## src/rtl/pipe_scoreboard_pkg.sv

```systemverilog
// pipe_sb_pkg: shared types and helpers for the pipeline hazard/forwarding
// scoreboard.
//   sb_entry_t        - one tracked in-flight writer {valid, rd, is_load}
//   FWD_SEL_REGFILE   - forwarding select value meaning "read register file"
//   fwd_sel_of_stage  - forwarding select value for a writer sitting in stage k
package pipe_sb_pkg;

  // Register address width held in an entry (RV32: x0..x31).
  localparam int SB_REG_AW = 5;

  typedef struct packed {
    logic                 valid;
    logic [SB_REG_AW-1:0] rd;
    logic                 is_load;
  } sb_entry_t;

  localparam int FWD_SEL_REGFILE = 0;

  function automatic int fwd_sel_of_stage(input int k);
    return k + 1;
  endfunction

endpackage

```

## src/rtl/pipe_scoreboard_if.sv

```systemverilog
// pipe_scoreboard_if: decode-side bundle between the ID stage and the
// scoreboard.
//   master (decode) drives: stall_in, issue_valid, issue_rd, issue_is_load,
//                           src_addr, src_used, flush_mask
//   slave (scoreboard) drives: hazard_stall, fwd_sel, valid_mask, stall_cnt
interface pipe_scoreboard_if #(
  parameter int STAGES  = 3,
  parameter int NUM_SRC = 2,
  parameter int REG_AW  = 5,
  parameter int SELW    = $clog2(STAGES + 1)
);

  logic                      stall_in;
  logic                      issue_valid;
  logic [REG_AW-1:0]         issue_rd;
  logic                      issue_is_load;
  logic [NUM_SRC*REG_AW-1:0] src_addr;
  logic [NUM_SRC-1:0]        src_used;
  logic [STAGES:0]           flush_mask;
  logic                      hazard_stall;
  logic [NUM_SRC*SELW-1:0]   fwd_sel;
  logic [STAGES-1:0]         valid_mask;
  logic [15:0]               stall_cnt;

  modport master (
    output stall_in, issue_valid, issue_rd, issue_is_load,
           src_addr, src_used, flush_mask,
    input  hazard_stall, fwd_sel, valid_mask, stall_cnt
  );

  modport slave (
    input  stall_in, issue_valid, issue_rd, issue_is_load,
           src_addr, src_used, flush_mask,
    output hazard_stall, fwd_sel, valid_mask, stall_cnt
  );

endinterface

```

## src/rtl/pipe_scoreboard_src_match.sv

```systemverilog
// sb_src_match: checks one decode source address against every tracked
// writer and decides whether the operand can be forwarded, must come from
// the register file, or has to stall decode.
// Ports:
//   entries  in  tracked writers, index 0 = EX (youngest)
//   src_addr in  source register address
//   src_used in  source is actually read
//   stall    out source cannot be satisfied this cycle
//   sel      out 0 = register file, k+1 = forward from stage k
// Build option: SCOREBOARD_FWD_EN enables forwarding; without it every
// match stalls until the writer has left the last tracked stage.
module sb_src_match
  import pipe_sb_pkg::*;
#(
  parameter int STAGES   = 3,
  parameter int REG_AW   = 5,
  parameter int LOAD_LAT = 1,
  parameter int SELW     = $clog2(STAGES + 1)
) (
  input  sb_entry_t [STAGES-1:0] entries,
  input  logic [REG_AW-1:0]      src_addr,
  input  logic                   src_used,
  output logic                   stall,
  output logic [SELW-1:0]        sel
);

`ifdef SCOREBOARD_FWD_EN
  localparam bit FWD_EN = 1'b1;
`else
  localparam bit FWD_EN = 1'b0;
`endif

  logic hit;
  logic hit_load;
  int   hit_k;
  logic considered;
  logic fwd_ok;

  always_comb begin
    hit      = 1'b0;
    hit_load = 1'b0;
    hit_k    = 0;
    // Scan oldest to youngest so the youngest match is the one left standing.
    for (int k = STAGES - 1; k >= 0; k--) begin
      if (entries[k].valid && entries[k].rd == SB_REG_AW'(src_addr)) begin
        hit      = 1'b1;
        hit_load = entries[k].is_load;
        hit_k    = k;
      end
    end
    considered = src_used && (src_addr != '0);
    fwd_ok     = hit_k >= (hit_load ? LOAD_LAT : 0);
    stall      = considered & hit & (~FWD_EN | ~fwd_ok);
    sel        = (considered & hit & FWD_EN & fwd_ok)
               ? SELW'(fwd_sel_of_stage(hit_k))
               : SELW'(FWD_SEL_REGFILE);
  end

endmodule

```

## src/rtl/pipe_scoreboard.sv

```systemverilog
// pipe_scoreboard: hazard/forwarding scoreboard for the in-order pipeline.
// Tracks in-flight register writers from EX (entry 0) to WB (entry
// STAGES-1), picks a forwarding source per decode operand, or stalls decode.
// Ports:
//   clk    in  clock
//   reset  in  synchronous, active-high; overrides stall_in
//   sb     slave side of pipe_scoreboard_if (issue, sources, flush, freeze
//          in; hazard_stall, fwd_sel, valid_mask, stall_cnt out)
// Build option: SCOREBOARD_FWD_EN (see sb_src_match) enables forwarding.
module pipe_scoreboard
  import pipe_sb_pkg::*;
#(
  parameter int STAGES   = 3,
  parameter int NUM_SRC  = 2,
  parameter int REG_AW   = 5,
  parameter int LOAD_LAT = 1,
  parameter int SELW     = $clog2(STAGES + 1)
) (
  input  logic              clk,
  input  logic              reset,
  pipe_scoreboard_if.slave  sb
);

  sb_entry_t [STAGES-1:0]  ent_q, ent_d;
  logic [15:0]             stall_cnt_q, stall_cnt_d;
  logic [NUM_SRC-1:0]      src_stall;
  logic [SELW-1:0]         src_sel [NUM_SRC];
  logic                    hazard;
  logic [NUM_SRC*SELW-1:0] fwd_sel_w;
  logic [STAGES-1:0]       valid_w;
  // Killing the WB entry changes nothing here: its write leaves this cycle.
  logic                    unused_flush_wb;

  assign unused_flush_wb = sb.flush_mask[STAGES];

  for (genvar i = 0; i < NUM_SRC; i++) begin : g_src
    sb_src_match #(
      .STAGES   (STAGES),
      .REG_AW   (REG_AW),
      .LOAD_LAT (LOAD_LAT),
      .SELW     (SELW)
    ) u_match (
      .entries  (ent_q),
      .src_addr (sb.src_addr[i*REG_AW +: REG_AW]),
      .src_used (sb.src_used[i]),
      .stall    (src_stall[i]),
      .sel      (src_sel[i])
    );
  end

  assign hazard = sb.issue_valid & (|src_stall);

  always_comb begin
    ent_d       = ent_q;
    stall_cnt_d = stall_cnt_q;
    if (!sb.stall_in) begin
      for (int k = STAGES - 1; k >= 1; k--) begin
        ent_d[k] = ent_q[k-1];
        if (sb.flush_mask[k]) ent_d[k].valid = 1'b0;
      end
      // A stalled, flushed or x0-writing issue becomes a bubble in EX.
      ent_d[0].valid   = sb.issue_valid & ~hazard & ~sb.flush_mask[0]
                       & (sb.issue_rd != '0);
      ent_d[0].rd      = SB_REG_AW'(sb.issue_rd);
      ent_d[0].is_load = sb.issue_is_load;
      if (hazard && stall_cnt_q != 16'hFFFF) stall_cnt_d = stall_cnt_q + 16'd1;
    end
  end

  always_ff @(posedge clk) begin
    if (reset) begin
      ent_q       <= '0;
      stall_cnt_q <= '0;
    end else begin
      ent_q       <= ent_d;
      stall_cnt_q <= stall_cnt_d;
    end
  end

  always_comb begin
    fwd_sel_w = '0;
    for (int i = 0; i < NUM_SRC; i++) fwd_sel_w[i*SELW +: SELW] = src_sel[i];
    valid_w = '0;
    for (int k = 0; k < STAGES; k++) valid_w[k] = ent_q[k].valid;
  end

  assign sb.hazard_stall = hazard;
  assign sb.fwd_sel      = fwd_sel_w;
  assign sb.valid_mask   = valid_w;
  assign sb.stall_cnt    = stall_cnt_q;

endmodule

```

## src/flat_wrapper.sv

```systemverilog
// flat-port wrapper written by rule: the top's interface ports become plain ports
module pipe_scoreboard_flat import pipe_sb_pkg::*;
#(
  parameter int STAGES   = 3,
  parameter int NUM_SRC  = 2,
  parameter int REG_AW   = 5,
  parameter int LOAD_LAT = 1,
  parameter int SELW     = $clog2(STAGES + 1)
)
  (clk, reset, sb_stall_in, sb_issue_valid, sb_issue_rd, sb_issue_is_load, sb_src_addr, sb_src_used, sb_flush_mask, sb_hazard_stall, sb_fwd_sel, sb_valid_mask, sb_stall_cnt);
  pipe_scoreboard_if #(.STAGES(STAGES), .NUM_SRC(NUM_SRC), .REG_AW(REG_AW), .SELW(SELW)) sb_i ();
  input  logic clk;
  input  logic reset;
  input wire logic [$bits(sb_i.stall_in)-1:0] sb_stall_in;
  input wire logic [$bits(sb_i.issue_valid)-1:0] sb_issue_valid;
  input wire logic [$bits(sb_i.issue_rd)-1:0] sb_issue_rd;
  input wire logic [$bits(sb_i.issue_is_load)-1:0] sb_issue_is_load;
  input wire logic [$bits(sb_i.src_addr)-1:0] sb_src_addr;
  input wire logic [$bits(sb_i.src_used)-1:0] sb_src_used;
  input wire logic [$bits(sb_i.flush_mask)-1:0] sb_flush_mask;
  output wire logic [$bits(sb_i.hazard_stall)-1:0] sb_hazard_stall;
  output wire logic [$bits(sb_i.fwd_sel)-1:0] sb_fwd_sel;
  output wire logic [$bits(sb_i.valid_mask)-1:0] sb_valid_mask;
  output wire logic [$bits(sb_i.stall_cnt)-1:0] sb_stall_cnt;
  assign sb_i.stall_in = sb_stall_in;
  assign sb_i.issue_valid = sb_issue_valid;
  assign sb_i.issue_rd = sb_issue_rd;
  assign sb_i.issue_is_load = sb_issue_is_load;
  assign sb_i.src_addr = sb_src_addr;
  assign sb_i.src_used = sb_src_used;
  assign sb_i.flush_mask = sb_flush_mask;
  assign sb_hazard_stall = sb_i.hazard_stall;
  assign sb_fwd_sel = sb_i.fwd_sel;
  assign sb_valid_mask = sb_i.valid_mask;
  assign sb_stall_cnt = sb_i.stall_cnt;
  pipe_scoreboard #(.STAGES(STAGES), .NUM_SRC(NUM_SRC), .REG_AW(REG_AW), .LOAD_LAT(LOAD_LAT), .SELW(SELW)) u_core (.clk(clk), .reset(reset), .sb(sb_i));
endmodule
```

## config.mk

```make
export PLATFORM = sky130hd
export DESIGN_NAME = pipe_scoreboard_flat
export DESIGN_NICKNAME = d
export VERILOG_FILES = /design/src/rtl/pipe_scoreboard_pkg.sv /design/src/rtl/pipe_scoreboard_if.sv /design/src/rtl/pipe_scoreboard_src_match.sv /design/src/rtl/pipe_scoreboard.sv /design/src/flat_wrapper.sv
export SDC_FILE = /design/constraint.sdc
export NUM_CORES = 1
export LEC_CHECK = 0
export ABC_AREA = 1
export CELL_PAD_IN_SITES_DETAIL_PLACEMENT = 1
export CELL_PAD_IN_SITES_GLOBAL_PLACEMENT = 2
export CORE_MARGIN = 5
export CORE_UTILIZATION = 29
export CTS_BUF_LIST = sky130_fd_sc_hd__clkbuf_4
export DETAILED_ROUTE_END_ITERATION = 10
export GPL_TIMING_DRIVEN = 0
export PLACE_DENSITY = 0.95
export SLEW_MARGIN = 20
export SYNTH_ARGS = -nofsm -noshare
export SYNTH_HDL_FRONTEND = slang
export SYNTH_HIERARCHICAL = 1
export SYNTH_SLANG_ARGS = --single-unit
```

## constraint.sdc

```tcl
create_clock -name clk -period 3.9 [get_ports clk]
set_clock_uncertainty 0.2 [all_clocks]
set_input_delay 0.39 -clock clk [delete_from_list [all_inputs] [get_ports clk]]
set_output_delay 0.39 -clock clk [all_outputs]
set_load 0.02 [all_outputs]
```

==> impl_metrics.tcl, run 1 <==
set metrics [dict create \
    worstMarginPinSlew_ns 0.514 \
    layout_min_cycle_time_ns 3.11 \
    hpwl_um 6060 \
    util_after_layout_pct 37.1 \
    worst_ep_arrival_time_ns 2.52 \
    drv.max_cap_violation_count 0 \
    slowest_stage_delay_on_critical_path_ns 0.64 \
    data_required_critical_path_ns 3.31 \
    worstSetupEndpointType "primary output" \
    setup_slack_after_layout_ns 0.791 \
    floorplan.initialDensity_pct 29.6 \
    power_frac_clock_pct 27.2 \
    timing.hold.worst_path_depth 2 \
    rr_worst_depth 13 \
    max-clock-path-buffers 2 \
    cellLeakagePower_uw 0.00147 \
    fin_setup_tns_ns 0 \
    h-tree-depth 2 \
    worst_skew_pair.late_latency_ns 0.33 \
    route.detailed.vias_per_inst 4.52 \
    grt_pass1_wl_um 12700 \
    worstPathCellList "clkdlybuf4s50_1 -> inv_2 -> nand2_1 -> nand2_1 -> nor2_1 -> nand3_1 -> nand3_1 -> nand2_1 -> inv_1 -> o21ai_1 -> inv_2 -> clkdlybuf4s50_1" \
    worst_path_dominant_cell_family "buffers and inverters" \
    num_io_pins 50 \
    cts_hold_buffers 0 \
    fp.dieArea_sq_um 10200 \
    cts.reportedPaths.clkPinSlew_ns 0.11 \
    cp_slowest_cell "sky130_fd_sc_hd__clkdlybuf4s50_1" \
    number_of_buffers_inserted_during_clock_tree_synthesis 5 \
    worst_ir_drop_vdd_mv 0.0925 \
    rsz0062_at_grt "no" \
    place_congestion 0.842 \
    worstHoldStart "u_core/ent_q[15]$_SDFFE_PP0N_" \
    reg2reg_from "u_core/ent_q[12]$_SDFFE_PP0N_" \
    crit_buf_inv 5 \
    finalHoldViolations 0 \
    initialDrtViolationCount 104 \
    number_of_buffers_added_for_setup_after_cts 0 \
    clkSinkCount 34 \
    power_report.internal_total_uw 498 \
    track_usage_pct 15.3 \
    worst_hold_slack_ns 0.335 \
    max-slew-margin-rel_pct 65.7 \
    synth_area_per_cell_sq_um 5.54 \
    r2r-end "u_core/sb.stall_cnt[6]$_SDFFE_PP0P_" \
    post_route_wl_um 7420 \
    floorplan.core_area_sq_um 8130 \
    antenna_found_initial 0 \
    final_layout_size_suffix_gt1_share_pct 9.26 \
    rows 33 \
    drt_first_pass_iters 4 \
    min_period_over_period_pct 79.7 \
    status "finished, final reports clean" \
    tritoncts "built" \
    r2r_setup_slack_ns 1.69 \
    timing.critical_path.fanout_max 8 \
    synthesis.area_sq_um 2400 \
    pwr-share-comb_pct 20.0 \
    startpoint "sb_src_addr[6]" \
    remaining_routing_drc_violations 0 \
    netSwitchingPower_uw 222 \
    cts_root_buffer "sky130_fd_sc_hd__clkbuf_4" \
    post_cts_resized 0 \
    cp-start-kind "input port" \
    maximum_number_of_pins_on_one_net_before_global_route_repair 11 \
    wirelength_per_cell_um 12.6 \
    die_width_um 101 \
    port_buf_inserts 42 \
    critPathMostFrequentCell "sky130_fd_sc_hd__nand2_1" \
    timing.final.max_slew_violations 0 \
    clock.fmax_ghz 0.322 \
    detailroute.via_count 2672 \
    hold_path_class "reg -> reg" \
    hold_end "u_core/ent_q[15]$_SDFFE_PP0N_" \
    die_y_um 101 \
    grt_pass1_vias 2716 \
    reg_power_share_pct 52.8 \
    preCtsSetupSlack_ns 0.800 \
    syn_to_final_growth_pct 25.5 \
    pwr_density_cell_nw_per_um2 238 \
    power.switching_fraction_pct 30.8 \
    finalNetCount 512 \
    crit_type "in -> out" \
    synthesis.instances 434 \
    num_antenna_cells 0 \
    residual_overflow_from_global_routing 0 \
    setup_viol_count_final 0 \
    ys_warn_count 6 \
    route.antenna.remaining_nets 0 \
]
==> through the flow <==
step | std cells | total power, uW | instance area (sq um)
after floorplan | 436 | 470 | 2410
after global placement | 583 | 528 | 2960
after detailed placement | 583 | 533 | 2960
after CTS | 591 | 731 | 3020
after global routing | 591 | 765 | 3020
final | 591 | 719 | 3020
==> worst min-delay path, delay by kind of cell (launching register included) <==
family	cells	cell delay [ns]
flops	1	0.35
simple gates	2	0.15
==> layer usage <==
metal	vias to the layer above	share of wire, %	global-route usage (%)
met3	6	2.9	2.28
met4	0	0.92	3.78
met5	-	0	0
met2	33	48	26.7
li1	1395	-	-
met1	1238	48	19.8
==> worst max path at each step <==
stage,to,cells past startpoint
3_3_place_gp,sb_hazard_stall,12
4_1_cts,sb_hazard_stall,12
2_1_floorplan,u_core/sb.stall_cnt[5]$_SDFFE_PP0P_,15
3_5_place_dp,sb_hazard_stall,12
5_1_grt,sb_hazard_stall,12
6_report,sb_hazard_stall,12
==> layout make-up <==
class | instances | area (sq um)
fillers | 1131 | 5120
multi-input cells | 315 | 1360
flip-flops and latches | 34 | 681
repair buffers | 42 | 420
inverters | 71 | 269
well taps | 105 | 131
plain buffers | 16 | 98.8
clock buffers | 6 | 45.0
clock inverters | 2 | 8.76
==> cell usage in the layout, fill, tap and decap left out, drive strengths merged <==
| cell type | n |
|---|---|
| a21oi | 3 |
| buf | 11 |
| clkbuf | 11 |
| clkdlybuf4s50 | 42 |
| clkinv | 2 |
| conb | 4 |
| dfxtp | 34 |
| ha | 1 |
| inv | 71 |
| nand2 | 141 |
| nand3 | 31 |
| nand4 | 6 |
| nor2 | 98 |
| nor3 | 2 |
| nor4 | 2 |
| o211a | 1 |
| o21ai | 21 |
| or2 | 2 |
| xor2 | 3 |
==> registers in the layout (all words and copies together) (netlist names) <==
signal                count
u_core/sb.valid_mask      3
u_core/ent_q             15
u_core/sb.stall_cnt      16
==> power groups by stage <==
stage	logic, uW	registers (uW)	clock network [uW]
2_1_floorplan	88.6	381	0
4_1_cts	146	380	205
3_5_place_dp	146	388	0
5_1_grt	163	383	219
6_report	144	380	196
3_3_place_gp	141	387	0
Note: power is estimated with default switching activity, not from simulation.
==> run 2: changes to the inputs <==
CORE_UTILIZATION = 24   (was 29)
PLACE_DENSITY = 0.85   (was 0.95)
clock period = 2.6 ns   (was 3.9 ns; I/O delays follow)
==> impl_metrics.tcl, run 2 (synthesis results as in run 1) <==
set metrics [dict create \
    max-slew-margin-rel_pct 61.8 \
    finalHoldViolations 0 \
    cp_slowest_cell "sky130_fd_sc_hd__clkdlybuf4s50_1" \
    route.antenna.remaining_nets 0 \
    hpwl_um 6210 \
    r2r_setup_slack_ns 0.41 \
    h-tree-depth 2 \
    num_io_pins 50 \
    worst_ep_arrival_time_ns 1.93 \
    clock.fmax_ghz 0.418 \
    power.switching_fraction_pct 31.5 \
    slowest_stage_delay_on_critical_path_ns 0.54 \
    wirelength_per_cell_um 12.5 \
    syn_to_final_growth_pct 26.6 \
    placement.cell_area_sq_um 3000 \
    crit_type "in -> out" \
    worstPathCellList "clkdlybuf4s50_1 -> inv_2 -> nand2_1 -> nand2_1 -> nor2_1 -> nand3_1 -> nand3_1 -> nand2_1 -> inv_1 -> o21ai_2 -> inv_2 -> clkbuf_2" \
    rows 36 \
    max-clock-path-buffers 2 \
    setup_viol_count_final 0 \
    most-common-layout-cells "sky130_fd_sc_hd__nand2_1 (135), sky130_fd_sc_hd__nor2_1 (89), sky130_fd_sc_hd__inv_1 (60)" \
    die_y_um 110 \
    residual_overflow_from_global_routing 0 \
    setup_slack_after_layout_ns 0.205 \
    reg2reg_from "u_core/ent_q[4]$_SDFFE_PP0N_" \
    detailroute.via_count 2681 \
    cp-start-kind "input port" \
    worstMarginPinSlew_ns 0.572 \
    cts_hold_buffers 0 \
    number_of_flip_flops_in_the_largest_register 16 \
    reg_power_share_pct 53.3 \
    final_layout_size_suffix_gt1_share_pct 9.69 \
    floorplan.initialDensity_pct 24.6 \
    grt_pass1_vias 2838 \
    num_antenna_cells 0 \
    layout_commonest_cell "sky130_fd_sc_hd__nand2_1" \
    worst_ir_drop_vdd_mv 0.154 \
    preCtsSetupSlack_ns -0.272 \
    port_buf_inserts 42 \
    worstSetupEndpointType "primary output" \
    cellLeakagePower_uw 0.00147 \
    drt_first_pass_iters 4 \
    die_width_um 110 \
    rsz0062_at_grt "no" \
    layout_min_cycle_time_ns 2.39 \
    timing.critical_path.fanout_max 8 \
    floorplan.core_area_sq_um 9770 \
    stdcell_area_sq_um 3050 \
    worstHoldStart "sb_stall_in" \
    rr_worst_depth 13 \
    maximum_number_of_pins_on_one_net_before_global_route_repair 11 \
    hold_end "u_core/sb.stall_cnt[7]$_SDFFE_PP0P_" \
    worst_skew_pair.late_latency_ns 0.34 \
    clkSinkCount 34 \
    tritoncts "built" \
    drv.max_cap_violation_count 0 \
    timing.hold.worst_path_depth 5 \
    status "finished, final reports clean" \
    pwr_density_cell_nw_per_um2 351 \
    grt_pass1_wl_um 13100 \
    number_of_buffers_inserted_during_clock_tree_synthesis 5 \
    finalNetCount 512 \
    cts_root_buffer "sky130_fd_sc_hd__clkbuf_4" \
    initialDrtViolationCount 93 \
    final.fill_count 1319 \
    power_report.internal_total_uw 731 \
    antenna_found_initial 0 \
    power_frac_clock_pct 26.4 \
    fp.dieArea_sq_um 12100 \
    critPathMostFrequentCell "sky130_fd_sc_hd__nand2_1" \
    data_required_critical_path_ns 2.14 \
    remaining_routing_drc_violations 0 \
    route.detailed.vias_per_inst 4.34 \
    r2r-end "u_core/sb.stall_cnt[4]$_SDFFE_PP0P_" \
    track_usage_pct 13.6 \
    min_period_over_period_pct 92.1 \
    util_after_layout_pct 31.2 \
    number_of_buffers_added_for_setup_after_cts 0 \
    place_congestion 0.773 \
    hold_path_class "in -> reg" \
    pwr-share-comb_pct 20.2 \
    cts.reportedPaths.clkPinSlew_ns 0.11 \
    netSwitchingPower_uw 337 \
    post_route_wl_um 7740 \
    timing.final.max_slew_violations 0 \
]
[run 2: changes by cell type in the layout (fill, tap and decap cells not counted), sizes merged]
| cell | previous run | this run |
|---|---|---|
| clkdlybuf4s50 | 42 | 41 |
[run 2: routing by layer]
| layer | share of wire, % | routed length (um) | vias to the layer above | global-route usage [%] |
|---|---|---|---|---|
| li1 | - | - | 1398 | - |
| met4 | 1.4 | 112 | 0 | 3.87 |
| met1 | 47 | 3620 | 1234 | 16.6 |
| met5 | 0 | 0 | - | 0 |
| met2 | 48 | 3740 | 38 | 24.5 |
| met3 | 3.5 | 268 | 11 | 2.15 |
[run 2: worst max path at each step]
| stage | startpoint | end | slack (ns) |
|---|---|---|---|
| after floorplan | u_core/ent_q[2]$_SDFFE_PP0N_ | u_core/sb.stall_cnt[11]$_SDFFE_PP0P_ | 0.76 |
| after global placement | sb_src_addr[8] | sb_hazard_stall | -0.28 |
| after detailed placement | sb_src_addr[8] | sb_hazard_stall | -0.27 |
| after CTS | sb_src_addr[8] | sb_hazard_stall | 0.02 |
| after global routing | sb_src_addr[9] | sb_hazard_stall | 0.03 |
| final | sb_src_addr[8] | sb_hazard_stall | 0.21 |
[run 2: power by group through the flow]
stage | registers, uW | clock network (uW) | logic (uW)
after global routing | 575 | 325 | 246
after CTS | 571 | 300 | 220
after global placement | 582 | 0 | 213
after floorplan | 572 | 0 | 133
final | 570 | 282 | 216
after detailed placement | 583 | 0 | 219
[run 2: per-stage QoR]
| step | hold WS [ns] | std cells | setup TNS (ns) | power (uW) |
|---|---|---|---|---|
| after floorplan | 0.132 | 436 | 0 | 705 |
| after detailed placement | 0.328 | 611 | -0.330 | 801 |
| after global routing | 0.335 | 618 | 0 | 1150 |
| final | 0.312 | 618 | 0 | 1070 |
| after CTS | 0.315 | 618 | 0 | 1090 |
| after global placement | 0.325 | 611 | -0.284 | 794 |
[run 2: what timing repair did]
| action | in CTS | in global routing |
|---|---|---|
| resized for setup | 2 | 2 |
| endpoints found under the setup margin | 1 | 1 |
| gates cloned | 0 | 0 |
[run 2: final cells by class]
cell class / instances / area (sq um) / area share [%]
inverters: 71 / 269 / 8.83
multi-input cells: 315 / 1370 / 44.9
repair buffers: 42 / 415 / 13.6
clock inverters: 2 / 10.0 / 0.329
flip-flops and latches: 34 / 681 / 22.4
well taps: 133 / 166 / 5.46
clock buffers: 5 / 37.5 / 1.23
plain buffers: 16 / 98.8 / 3.25
[run 2: worst max-delay path, delay by kind of cell]
kind | cells | cell delay [ns]
AO/OA/AOI/OAI | 1 | 0.08
buffers and inverters | 5 | 1.07
AND/OR/NAND/NOR | 6 | 0.52
==> run 3: changes to the inputs <==
GPL_TIMING_DRIVEN = not set   (was 0)
MAX_ROUTING_LAYER = met4   (was not set)
RECOVER_POWER = 50   (was not set)
==> impl_metrics.tcl, run 3 (synthesis results as in run 1) <==
set metrics [dict create \
    status "finished, final reports clean" \
    floorplan.initialDensity_pct 24.6 \
    pwr_density_cell_nw_per_um2 347 \
    netSwitchingPower_uw 333 \
    util_after_layout_pct 31.3 \
    rows 36 \
    worst_skew_pair.late_latency_ns 0.33 \
    port_buf_inserts 43 \
    stdcell_area_sq_um 3060 \
    slowest_stage_delay_on_critical_path_ns 0.56 \
    detailroute.via_count 2667 \
    place_congestion 0.818 \
    floorplan.core_area_sq_um 9770 \
    drt_first_pass_iters 4 \
    max-slew-margin-rel_pct 48.6 \
    die_width_um 110 \
    layout_min_cycle_time_ns 2.40 \
    worst_ir_drop_vdd_mv 0.179 \
    crit_type "in -> out" \
    cts.reportedPaths.clkPinSlew_ns 0.11 \
    min_period_over_period_pct 92.2 \
    maximum_number_of_pins_on_one_net_before_global_route_repair 19 \
    worstMarginPinSlew_ns 0.771 \
    most-common-layout-cells "sky130_fd_sc_hd__nand2_1 (135), sky130_fd_sc_hd__nor2_1 (89), sky130_fd_sc_hd__inv_1 (61)" \
    timing.critical_path.fanout_max 5 \
    grt_pass1_vias 2746 \
    syn_to_final_growth_pct 27.4 \
    multi_input_area_sq_um 1370 \
    worstPathCellList "clkdlybuf4s50_1 -> inv_2 -> nand2_1 -> nand2_1 -> nor2_1 -> nand3_1 -> nand3_1 -> nand2_1 -> inv_1 -> o21ai_2 -> inv_2 -> dlygate4sd2_1" \
    worst_path_dominant_cell_family "buffers and inverters" \
    post_route_wl_um 7700 \
    number_of_flip_flops_in_the_largest_register 16 \
    antenna_found_initial 0 \
    hold_path_class "reg -> reg" \
    area_of_all_sequential_standard_cells_sq_um 682 \
    power.switching_fraction_pct 31.3 \
    residual_overflow_from_global_routing 0 \
    worst_ep_arrival_time_ns 1.94 \
    final_layout_size_suffix_gt1_share_pct 9.90 \
    cts_hold_buffers 0 \
    crit_buf_inv 5 \
    worstSetupEndpointType "primary output" \
    clock.fmax_ghz 0.417 \
    data_required_critical_path_ns 2.14 \
    remaining_routing_drc_violations 0 \
    finalHoldViolations 0 \
    placement.cell_area_sq_um 3020 \
    hpwl_um 6190 \
    finalNetCount 511 \
    cts_root_buffer "sky130_fd_sc_hd__clkbuf_4" \
    track_usage_pct 13.8 \
    h-tree-depth 2 \
    clkSinkCount 34 \
    initialDrtViolationCount 83 \
    setup_viol_count_final 0 \
    timing.final.max_slew_violations 0 \
    rsz0062_at_grt "no" \
    layout_commonest_cell "sky130_fd_sc_hd__nand2_1" \
    reg_power_share_pct 53.6 \
    number_of_buffers_added_for_setup_after_cts 0 \
    num_io_pins 50 \
    cp-start-kind "input port" \
    power_frac_clock_pct 26.2 \
    pwr-share-comb_pct 20.2 \
    drv.max_cap_violation_count 0 \
    die_y_um 110 \
    max-clock-path-buffers 2 \
    route.antenna.remaining_nets 0 \
    tritoncts "built" \
    fp.dieArea_sq_um 12100 \
    cp_slowest_cell "sky130_fd_sc_hd__clkdlybuf4s50_1" \
    cellLeakagePower_uw 0.00151 \
    wirelength_per_cell_um 12.5 \
    grt_pass1_wl_um 12800 \
    final.fill_count 1338 \
    critPathMostFrequentCell "sky130_fd_sc_hd__nand2_1" \
    route.detailed.vias_per_inst 4.32 \
    num_antenna_cells 0 \
    number_of_buffers_inserted_during_clock_tree_synthesis 5 \
    power_report.internal_total_uw 731 \
]
## run 3: cell count changes in the layout (fill, tap and decap cells not counted), moves of 2 or more
cell | previous run | this run
sky130_fd_sc_hd__clkdlybuf4s50_1 | 41 | 32
sky130_fd_sc_hd__clkinv_1 | 0 | 3
sky130_fd_sc_hd__buf_4 | 7 | 13
sky130_fd_sc_hd__clkbuf_1 | 5 | 1
sky130_fd_sc_hd__dlygate4sd3_1 | 0 | 10
sky130_fd_sc_hd__buf_1 | 2 | 0
sky130_fd_sc_hd__clkinv_2 | 2 | 0
## run 3: final cells by class
cell class	count	area share (%)
Clock buffer	5	1.22
Clock inverter	3	0.367
Inverter	71	8.78
Multi-Input combinational cell	315	44.6
Sequential cell	34	22.3
Tap cell	133	5.43
Timing Repair Buffer	57	17.3
## run 3: final timing paths
| check | startpoint | to | slack (ns) | cells after the start |
|---|---|---|---|---|
| max | sb_src_addr[9] | sb_hazard_stall | 0.20 | 12 |
| min | u_core/ent_q[15]$_SDFFE_PP0N_ | u_core/ent_q[15]$_SDFFE_PP0N_ | 0.33 | 2 |
| max reg2reg | u_core/ent_q[2]$_SDFFE_PP0N_ | u_core/sb.stall_cnt[0]$_SDFFE_PP0P_ | 0.46 | 15 |
| min reg2reg | u_core/ent_q[15]$_SDFFE_PP0N_ | u_core/ent_q[15]$_SDFFE_PP0N_ | 0.33 | 2 |
## run 3: repair_timing
item | 4_1_cts | 5_1_grt
setup endpoints to repair | 1 | 1
pin swaps | 0 | 0
resized for setup | 1 | 2
## run 3: power groups by stage
| stage | Sequential (uW) | Combinational [uW] | Clock (uW) |
|---|---|---|---|
| finish | 570 | 215 | 279 |
| global route | 575 | 244 | 327 |
| CTS | 571 | 221 | 298 |
| detailed placement | 583 | 219 | 0 |
| global placement | 581 | 212 | 0 |
| floorplan | 572 | 133 | 0 |
## run 3: worst reg2reg max path: stages, from the launching register on
cell                      delay [ns]
sky130_fd_sc_hd__dfxtp_1        0.45
sky130_fd_sc_hd__inv_1          0.06
sky130_fd_sc_hd__nand2_1        0.06
sky130_fd_sc_hd__nand2_1        0.06
sky130_fd_sc_hd__nor2_2         0.11
sky130_fd_sc_hd__nand3_1        0.09
sky130_fd_sc_hd__nand3_1        0.08
sky130_fd_sc_hd__nand2_1        0.07
sky130_fd_sc_hd__inv_1          0.10
sky130_fd_sc_hd__o21ai_2        0.08
sky130_fd_sc_hd__inv_2          0.07
sky130_fd_sc_hd__buf_4          0.16
sky130_fd_sc_hd__nand3_4        0.20
sky130_fd_sc_hd__nand2_1        0.13
sky130_fd_sc_hd__nand2_1        0.06
sky130_fd_sc_hd__nor2_1         0.08
## run 3: layer usage
metal / global-route usage, % / vias to the layer above / wire [um]
met5: - / - / 0
met4: 3.17 / 0 / 34
met3: 1.63 / 2 / 190
met2: 24.7 / 33 / 3820
met1: 16.5 / 1239 / 3650
li1: - / 1393 / -
## run 3: through the flow
step / hold slack [ns] / std cells / total power (uW) / worst slack, ns / TNS [ns]
finish: 0.330 / 618 / 1060 / 0.203 / 0
detailed placement: 0.317 / 610 / 802 / -0.116 / -0.116
global placement: 0.311 / 610 / 793 / -0.109 / -0.109
floorplan: 0.132 / 436 / 705 / 0.761 / 0
CTS: 0.333 / 618 / 1090 / 0.108 / 0
global route: 0.354 / 618 / 1150 / 0.000106 / 0
